==> src/rtl/seven_seg_pkg.sv <==
// Shared types and constants for the multiplexed four-digit seven-segment scanner.
// Font entries are active-high with segment a in bit 0.
package seven_seg_pkg;

    typedef enum logic {
        BLANK = 1'b0,
        DRIVE = 1'b1
    } slot_state_t;

    // Off levels for active-low pins; active-high builds invert them.
    localparam logic [6:0] OFF_SEG = 7'h7F;
    localparam logic [3:0] OFF_SEL = 4'hF;

    // Index 15 sits leftmost, so entry n is HEX_FONT[n].
    localparam logic [15:0][6:0] HEX_FONT = {
        7'h71, 7'h79, 7'h5E, 7'h39, 7'h7C, 7'h77, 7'h6F, 7'h7F,
        7'h07, 7'h7D, 7'h6D, 7'h66, 7'h4F, 7'h5B, 7'h06, 7'h3F
    };

    typedef struct packed {
        logic [15:0] digits;
        logic [3:0]  dots;
        logic        colon;
    } disp_buf_t;

endpackage

==> src/rtl/seven_seg_scanner_hex.sv <==
// Combinational nibble to seven-segment font lookup.
// The polarity parameter selects whether a lit segment is driven 1 or 0.
module hex_to_seven_seg
    import seven_seg_pkg::*;
#(
    parameter bit ACTIVE_LOW = 1'b1
) (
    input  logic [3:0] i_nibble,
    output logic [6:0] o_seg
);

    assign o_seg = ACTIVE_LOW ? ~HEX_FONT[i_nibble] : HEX_FONT[i_nibble];

endmodule

==> src/rtl/seven_seg_scanner.sv <==
// Four-digit multiplexed seven-segment driver with double-buffered digits,
// per-slot blanking and a frame_done pulse on every frame commit.
module seven_seg_scanner
    import seven_seg_pkg::*;
#(
    parameter int unsigned CLK_DIV        = 1000,
    parameter int unsigned BLANK_CYCLES   = 16,
    parameter bit          SEG_ACTIVE_LOW = 1'b1,
    parameter bit          SEL_ACTIVE_LOW = 1'b1
) (
    input  logic        clk,
    input  logic        reset_in,
    input  logic        enable_in,
    input  logic        load,
    input  logic [15:0] digits_in,
    input  logic [3:0]  dot_in,
    input  logic        colon_in,
    output logic [6:0]  segments,
    output logic [3:0]  seg_select,
    output logic        seg_colon,
    output logic        seg_dot,
    output logic        frame_done
);

    localparam int unsigned    CW        = (CLK_DIV > 1) ? $clog2(CLK_DIV) : 1;
    localparam logic [CW-1:0]  CNT_LAST  = CW'(CLK_DIV - 1);
    localparam logic [CW-1:0]  CNT_BLANK = CW'(BLANK_CYCLES);
    localparam logic [6:0]     SEG_OFF   = SEG_ACTIVE_LOW ? OFF_SEG : ~OFF_SEG;
    localparam logic [3:0]     SEL_OFF   = SEL_ACTIVE_LOW ? OFF_SEL : ~OFF_SEL;
    localparam logic           LAMP_OFF  = SEG_ACTIVE_LOW;

    logic [CW-1:0] r_cnt;
    logic [1:0]    r_digit;
    slot_state_t   r_state;
    logic          r_force;
    disp_buf_t     r_pend;
    disp_buf_t     r_disp;

    logic          w_wrap;
    logic          w_frame_end;
    logic          w_commit;
    logic [CW-1:0] w_cnt_nxt;
    logic [3:0]    w_nibble;
    logic [6:0]    w_font;
    logic [3:0]    w_sel_hot;
    disp_buf_t     w_in_buf;

    assign w_wrap      = (r_cnt == CNT_LAST);
    assign w_frame_end = w_wrap && (r_digit == 2'd3);
    // r_force covers the first enabled cycle after a disable, so the frame
    // that follows always shows whatever was loaded while dark.
    assign w_commit    = w_frame_end || r_force;
    assign w_cnt_nxt   = w_wrap ? '0 : r_cnt + 1'b1;
    assign w_nibble    = r_disp.digits[{r_digit, 2'b00} +: 4];
    assign w_sel_hot   = 4'b0001 << r_digit;
    assign w_in_buf    = {digits_in, dot_in, colon_in};

    hex_to_seven_seg #(
        .ACTIVE_LOW (SEG_ACTIVE_LOW)
    ) u_font (
        .i_nibble (w_nibble),
        .o_seg    (w_font)
    );

    // r_state tracks the phase of r_cnt; the pins show that phase one edge later.
    always_ff @(posedge clk or negedge reset_in) begin
        if (!reset_in) begin
            r_cnt      <= '0;
            r_digit    <= 2'd0;
            r_state    <= BLANK;
            r_force    <= 1'b0;
            r_pend     <= '0;
            r_disp     <= '0;
            segments   <= SEG_OFF;
            seg_select <= SEL_OFF;
            seg_colon  <= LAMP_OFF;
            seg_dot    <= LAMP_OFF;
            frame_done <= 1'b0;
        end else begin
            if (load) begin
                r_pend <= w_in_buf;
            end
            if (!enable_in) begin
                r_cnt      <= '0;
                r_digit    <= 2'd0;
                r_state    <= BLANK;
                r_force    <= 1'b1;
                segments   <= SEG_OFF;
                seg_select <= SEL_OFF;
                seg_colon  <= LAMP_OFF;
                seg_dot    <= LAMP_OFF;
                frame_done <= 1'b0;
            end else begin
                r_cnt      <= w_cnt_nxt;
                r_state    <= (w_cnt_nxt < CNT_BLANK) ? BLANK : DRIVE;
                frame_done <= w_frame_end;
                if (w_wrap) begin
                    r_digit <= r_digit + 2'd1;
                end
                if (w_commit) begin
                    r_disp  <= load ? w_in_buf : r_pend;
                    r_force <= 1'b0;
                end
                if (r_state == DRIVE) begin
                    segments   <= w_font;
                    seg_select <= SEL_ACTIVE_LOW ? ~w_sel_hot : w_sel_hot;
                    seg_colon  <= r_disp.colon ^ SEG_ACTIVE_LOW;
                    seg_dot    <= r_disp.dots[r_digit] ^ SEG_ACTIVE_LOW;
                end else begin
                    segments   <= SEG_OFF;
                    seg_select <= SEL_OFF;
                    seg_colon  <= LAMP_OFF;
                    seg_dot    <= LAMP_OFF;
                end
            end
        end
    end

endmodule

==> config.mk <==
export PLATFORM = sky130hd
export DESIGN_NAME = seven_seg_scanner
export DESIGN_NICKNAME = d
export VERILOG_FILES = /design/src/rtl/seven_seg_pkg.sv /design/src/rtl/seven_seg_scanner_hex.sv /design/src/rtl/seven_seg_scanner.sv
export SDC_FILE = /design/constraint.sdc
export NUM_CORES = 1
export LEC_CHECK = 0
export ABC_AREA = 1
export BUFFER_PORTS_ARGS = -buffer_cell sky130_fd_sc_hd__buf_2
export CORE_UTILIZATION = 50
export CTS_BUF_LIST = sky130_fd_sc_hd__clkbuf_16
export DETAILED_ROUTE_END_ITERATION = 8
export PLACE_DENSITY = 0.79
export REMOVE_ABC_BUFFERS = 1
export SLEW_MARGIN = 25
export SYNTH_ARGS = -nofsm -noshare
export SYNTH_HDL_FRONTEND = slang
export SYNTH_SLANG_ARGS = --single-unit
export TNS_END_PERCENT = 50
==> constraint.sdc <==
create_clock -name clk -period 3.45 [get_ports clk]
set_input_delay 0.5175 -clock clk [delete_from_list [all_inputs] [get_ports clk]]
set_output_delay 0.5175 -clock clk [all_outputs]
set_load 0.05 [all_outputs]
## Word level (Yosys, flattened, before mapping)

Memories as Yosys holds them, arrays and structs flattened.
Cells that the tools add are included.
W data, S select, Z words.

| word-level totals | value |
|---|---|
| register bits after elaboration | 70 |
| memory bits (read-only) | 112 |
| input port bits | 25 |
| output and inout bits | 14 |
| word-level logic and storage cells | 55 |
| memories | 1 |

Memories:

| name | depth | bits a word | read ports | clocked after Yosys merged registers in | write ports | line | source |
|---|---|---|---|---|---|---|---|
| (no name shown) | 16 | 7 | 1 | 0 | 0 | seven_seg_scanner_hex.sv:12 | `assign o_seg = ACTIVE_LOW ? ~HEX_FONT[i_nibble] : HEX_FONT[i_nibble];` |

| cells by class | value |
|---|---|
| add/sub/neg operators | 2 |
| magnitude comparators | 3 |
| equal/unequal tests | 4 |
| shifts and indexed selects | 2 |
| muxes and demuxes | 21 |
| bitwise operators | 4 |
| reduce and logical (&&, ||, !) cells | 3 |

Operators with widths:

| cell | count |
|---|---|
| $mux W21 | 1 |
| $mux W7 | 3 |
| $mux W10 | 2 |
| $shiftx A16 B5 Y4 | 1 |
| $add A10 B1 Y10 const B | 1 |
| $eq A10 B10 Y1 const B | 1 |
| $lt A10 B5 Y1 const B | 1 |
| $mux W1 | 10 |
| $mux W4 | 2 |
| $not A7 Y7 | 1 |
| $lt A4 B5 Y1 const B | 1 |
| $mux W2 | 2 |
| $ne A2 B1 Y1 const B | 2 |
| $not A4 Y4 | 1 |
| $shl A1 B2 Y4 const A | 1 |
| $lt A2 B3 Y1 const B | 1 |
| $add A2 B1 Y2 const B | 1 |
| $bmux W1 S2 | 1 |
| $eq A2 B2 Y1 const B | 1 |
| $not A1 Y1 | 2 |
| $reduce_and A2 Y1 | 1 |
| $logic_and A1 B1 Y1 | 1 |
| $logic_or A1 B1 Y1 | 1 |

## Logic depth before layout (Yosys ltp)

| logic depth | value |
|---|---|
| depth after elaboration | 6 |
| mapped depth | 10 |
| depth with buffers taken out | 10 |

## Modules after synthesis

A second synthesis with hierarchy kept.

| unflattened totals | value |
|---|---|
| cell total of the unflattened synthesis | 331 |
| area total of the unflattened synthesis | 3201.8 µm² |

Modules (own cells, without submodules):

| module | instances | cells each | area each (µm²) | seq. area each (µm²) |
|---|---|---|---|---|
| seven_seg_scanner | 1 | 283 | 2940.3 | 1767.9 |
| hex_to_seven_seg | 1 | 48 | 261.5 | 0.0 |

## Worst setup path before layout

Ideal clock, no wire load.

| timing path | value |
|---|---|
| path kind | register to register |
| from | register r_digit[0] |
| to | register segments[0] |
| library setup time | 0.064 ns |
| data arrival time | 1.577 ns |
| data required time | 3.386 ns |
| setup slack | 1.809 ns |
| cell stages (with the launch flop) | 11 |
| buffers on the path | 1 |
| clock period less this slack | 1.641 ns |
| cell sequence | dfrtp_1 > buf_2 > a21oi_1 > o21ai_0 > nand2_1 > inv_1 > ha_1 > inv_1 > a21oi_1 > o21ai_0 > nand3_1 |

| between the ends | value |
|---|---|
| cells in the longest elaborated chain, start to end | 6 |

RTL lines:

| item | line | source |
|---|---|---|
| start, declared | seven_seg_scanner.sv:33 | `logic [1:0] r_digit;` |
| start signal, assigned | seven_seg_scanner.sv:98 | `r_digit <= r_digit + 2'd1;` |
| $shiftx A16 B5 Y4 | seven_seg_scanner.sv:54 | `assign w_nibble = r_disp.digits[{r_digit, 2'b00} +: 4];` |
| $mem_v2 Z16 W7 | - |  |
| $mux W7 (implied by the code) | seven_seg_scanner_hex.sv:12 |  |
| $not A7 Y7 | seven_seg_scanner_hex.sv:12 |  |
| $mux W7 | seven_seg_scanner.sv:104 | `if (r_state == DRIVE) begin` |
| $mux W7 | seven_seg_scanner.sv:83 | `if (!enable_in) begin` |
| end signal, assigned | seven_seg_scanner.sv:105 | `segments <= w_font;` |
| end, declared | seven_seg_scanner.sv:18 | `output logic [6:0] segments,` |

Every way passes these cells. The select of a mux whose other input is x is not followed.
A chain may end at the register's enable or synchronous reset.

## Worst setup path after layout

| timing path | value |
|---|---|
| from | register r_cnt[0] |
| to | register r_disp[19] in the netlist's numbering |

| between the ends | value |
|---|---|
| cells in the longest elaborated chain, start to end | 4 |

RTL lines:

| item | line | source |
|---|---|---|
| start, declared | seven_seg_scanner.sv:32 | `logic [CW-1:0] r_cnt;` |
| start signal, assigned | seven_seg_scanner.sv:94 | `r_cnt <= w_cnt_nxt;` |
| $eq A10 B10 Y1 | seven_seg_scanner.sv:48 | `assign w_wrap = (r_cnt == CNT_LAST);` |
| $logic_and A1 B1 Y1 | seven_seg_scanner.sv:49 | `assign w_frame_end = w_wrap && (r_digit == 2'd3);` |
| $logic_or A1 B1 Y1 | seven_seg_scanner.sv:52 | `assign w_commit = w_frame_end \|\| r_force;` |
| $reduce_and A2 Y1 (no source line) | - |  |
| end signal, assigned | seven_seg_scanner.sv:101 | `r_disp <= load ? w_in_buf : r_pend;` |
| end, declared | seven_seg_scanner.sv:37 | `disp_buf_t r_disp;` |

Every way passes these cells.

==> results by group <==
Outcome
  • Outcome: finished clean

Route
  • Antenna viol nets, final: 0
  • Final wirelength: between 6 and 7 mm
  • Average wire per standard cell: about 13 µm
  • DR pass1 iterations: 5
  • DRC: 0
  • DR vias/cell: a little over 5
  • Initial DRC count: 129
  • Vias: 2349

Setup path
  • CP Class: flip-flop to flip-flop
  • CP Capture Type: flip-flop
  • Max FO, Critical Path: 42
  • WP data arrival: 2.27 ns
  • CP startpoint kind: flip-flop
  • Critical Path RT: roughly 3.7 ns

Final layout
  • Most frequent cells in the layout: 68 x nand2_1, 57 x dfrtp_1, 38 x inv_1, 38 x buf_2, 29 x nor2_1
  • Diodes inserted: 0
  • Area grow syn2layout: 16.8%
  • Share of cells above drive strength 1: between 20% and 30%
  • Layout net count: about 400
  • Fill cell total of the finished layout: 539
  • Util after Layout: approximately three fifths
  • Most common cell after layout, fill and taps aside: nand2_1

Place
  • GPL Wtd Cong: 0.940
  • Setup WS pre-CTS: between 1.5 and 2 ns
  • HPWL after detailed placement: 4.08 mm
  • PortBufs: 38

Synth
  • Synth area leaders: dfrtp_1 44%, dfstp_2 11%, nand2_1 7.9%
  • Post-synthesis mux area share: 7.28%
  • Post-Syn Instances: 328
  • Area share of the largest cell type after synthesis: 43.9%
  • Post-synthesis compound-gate area fraction: 10.4%
  • Adder-cell share of the synthesized area: 4.24%
  • Xor/xnor share of the synthesized area: less than 1%
  • Synth area leader: dfrtp_1
  • Synthesized area: 3250 µm²
  • Seq/Total Area, Yosys: a little over half
  • Syn avg cell area: 9.90 µm²
  • Yosys warns: 0
  • Yosys cell types: 25
  • Largest family of logic cells by synthesized area: simple AND/OR/NAND/NOR gates
  • Yosys reg bits: 70
  • Simple-gate share of the synthesized area: 16.5%

Global routing
  • Vias in the first global route: 2245
  • Largest net degree at the start of global routing: 71
  • All-Layer GR Usage: roughly 21%
  • GRT overflow: 0
  • Initial antenna violation count: 0
  • First-pass GRT wire length: 10.1 mm

Power and ir drop
  • Power Density: 578 nW/µm²
  • VDD IR max: 340 µV
  • Total power: 2.19 mW
  • Pleak: 1.76 nW

CTS
  • CTS tree: done
  • Clk root buf: clkbuf_16
  • Post-cts hold buffer count: 0
  • Post-CTS setup buffer count: 0
  • Post_cts resized: 0
  • Clk Latency, worst-skew pair: roughly 0.33 ns
  • Htree depth: 3
  • CTS Buf Count: 9
  • Clk sink count: 70
  • Clk slew on worst S/H paths: 0.05 ns
  • Clk buf depth: 2

Job
  • Total of max-cap violations: 0

Die
  • Core area: between 6000 and 7000 µm²
  • Initial Util: 51.4%
  • Die Wd: 82.6 µm
  • Die height: 82.6 µm
  • IO Pins: 39
  • DIE AREA: 6820 µm²
  • Row cnt: 29

Timing
  • Crit path time final: 2.01 ns
  • Final Hold Fails: 0
  • Worst setup margin: 1.44 ns
  • Highest clock rate: 0.498 GHz
  • Final-report max-slew violation count: 0
  • Final setup fails: 0
  • Measured slew at the worst slew-check pin: 0.839 ns
  • RSZ-0062 raised after global routing: no
  • Tcrit/Tclk final: 58.2%
  • Worst relative slew slack: 44.1%
  • Worst Skew: 0.00380 ns
  • Setup TNS: 0 ns

Min path
  • Worst Hold Class: primary input to async pin
through the flow:
step	std cells	hold slack (ns)	instance area [µm²]
floorplan	321	0.222	3190
global placement	438	0.387	3490
detailed placement	438	0.395	3490
CTS	454	0.408	3790
global route	454	0.440	3790
finish	454	0.366	3790
critical path, cell delays in order (launching register included):
cell and delay (ns):
dfrtp_1 0.38, ha_1 0.22, nand2_2 0.13, nor3_2 0.23, nand3_2 0.12, o21ai_4 0.14, buf_4 0.45, nand2_1 0.15
o21ai_2 0.09
state kept, by name, summed over array words and instances, names as in the netlist, 2 cells and up:
| signal | cells |
|---|---|
| r_digit | 2 |
| segments | 7 |
| seg_select | 4 |
| r_cnt | 10 |
| r_disp | 21 |
| r_pend | 21 |
routing by layer:
| metal | GRT usage, % | routed length [µm] | vias up |
|---|---|---|---|
| li1 | - | - | 1153 |
| met1 | 24.8 | 2680 | 1112 |
| met2 | 33.1 | 2970 | 71 |
| met3 | 5.60 | 289 | 13 |
| met4 | 12.1 | 161 | 0 |
| met5 | 0 | 0 | - |
layout make-up:
class                      count  area, µm²  share of cell area (%)
clock inverter                 7       80.1                    2.11
tap                           77       96.3                    2.54
sequential                    70       1770                    46.6
clock buffer                   9        225                    5.93
timing repair buffer          40        205                    5.41
inverter                      41        154                    4.06
multi-input combinational    210       1270                    33.4
power by group:
part / switching [mW] / internal (mW) / total (mW)
sequential: 0.0381 / 0.891 / 0.929
combinational: 0.201 / 0.117 / 0.317
clock: 0.328 / 0.620 / 0.948
total: 0.567 / 1.63 / 2.19
cell families (layout without fill, tap and decap cells):
logic type / after synthesis / after routing
adder cells (fa/ha/maj): 11 / 11
XOR/XNOR: 2 / 2
AO/OA/AOI/OAI: 48 / 48
buffers and inverters: 48 / 97
multiplexers: 21 / 21
flip-flops: 70 / 70
AND/OR/NAND/NOR: 128 / 128
final timing paths:
kind / start / to / slack (ns) / depth (start not counted)
worst max-delay path: r_cnt[0] / r_disp[19] / 1.44 / 8
worst min-delay path: reset_in / r_pend[15] / 0.37 / 2
worst max register to register: r_cnt[0] / r_disp[19] / 1.44 / 8
worst min register to register: r_disp[0] / seg_colon / 0.42 / 1
max in group asynchronous: reset_in / r_state / 2.54 / 2
min in group clk: r_disp[0] / seg_colon / 0.42 / 1
synthesized netlist by cell type, drive strengths merged:
library cell / instances
a21oi: 7
a31oi: 2
buf: 7
clkinv: 2
dfrtp: 57
dfstp: 13
ha: 11
inv: 39
mux2: 21
nand2: 69
nand3: 26
nand3b: 2
nor2: 29
nor3: 2
o211ai: 2
o21ai: 35
o21bai: 2
xor2: 2
(Power assumes the default switching activity.)
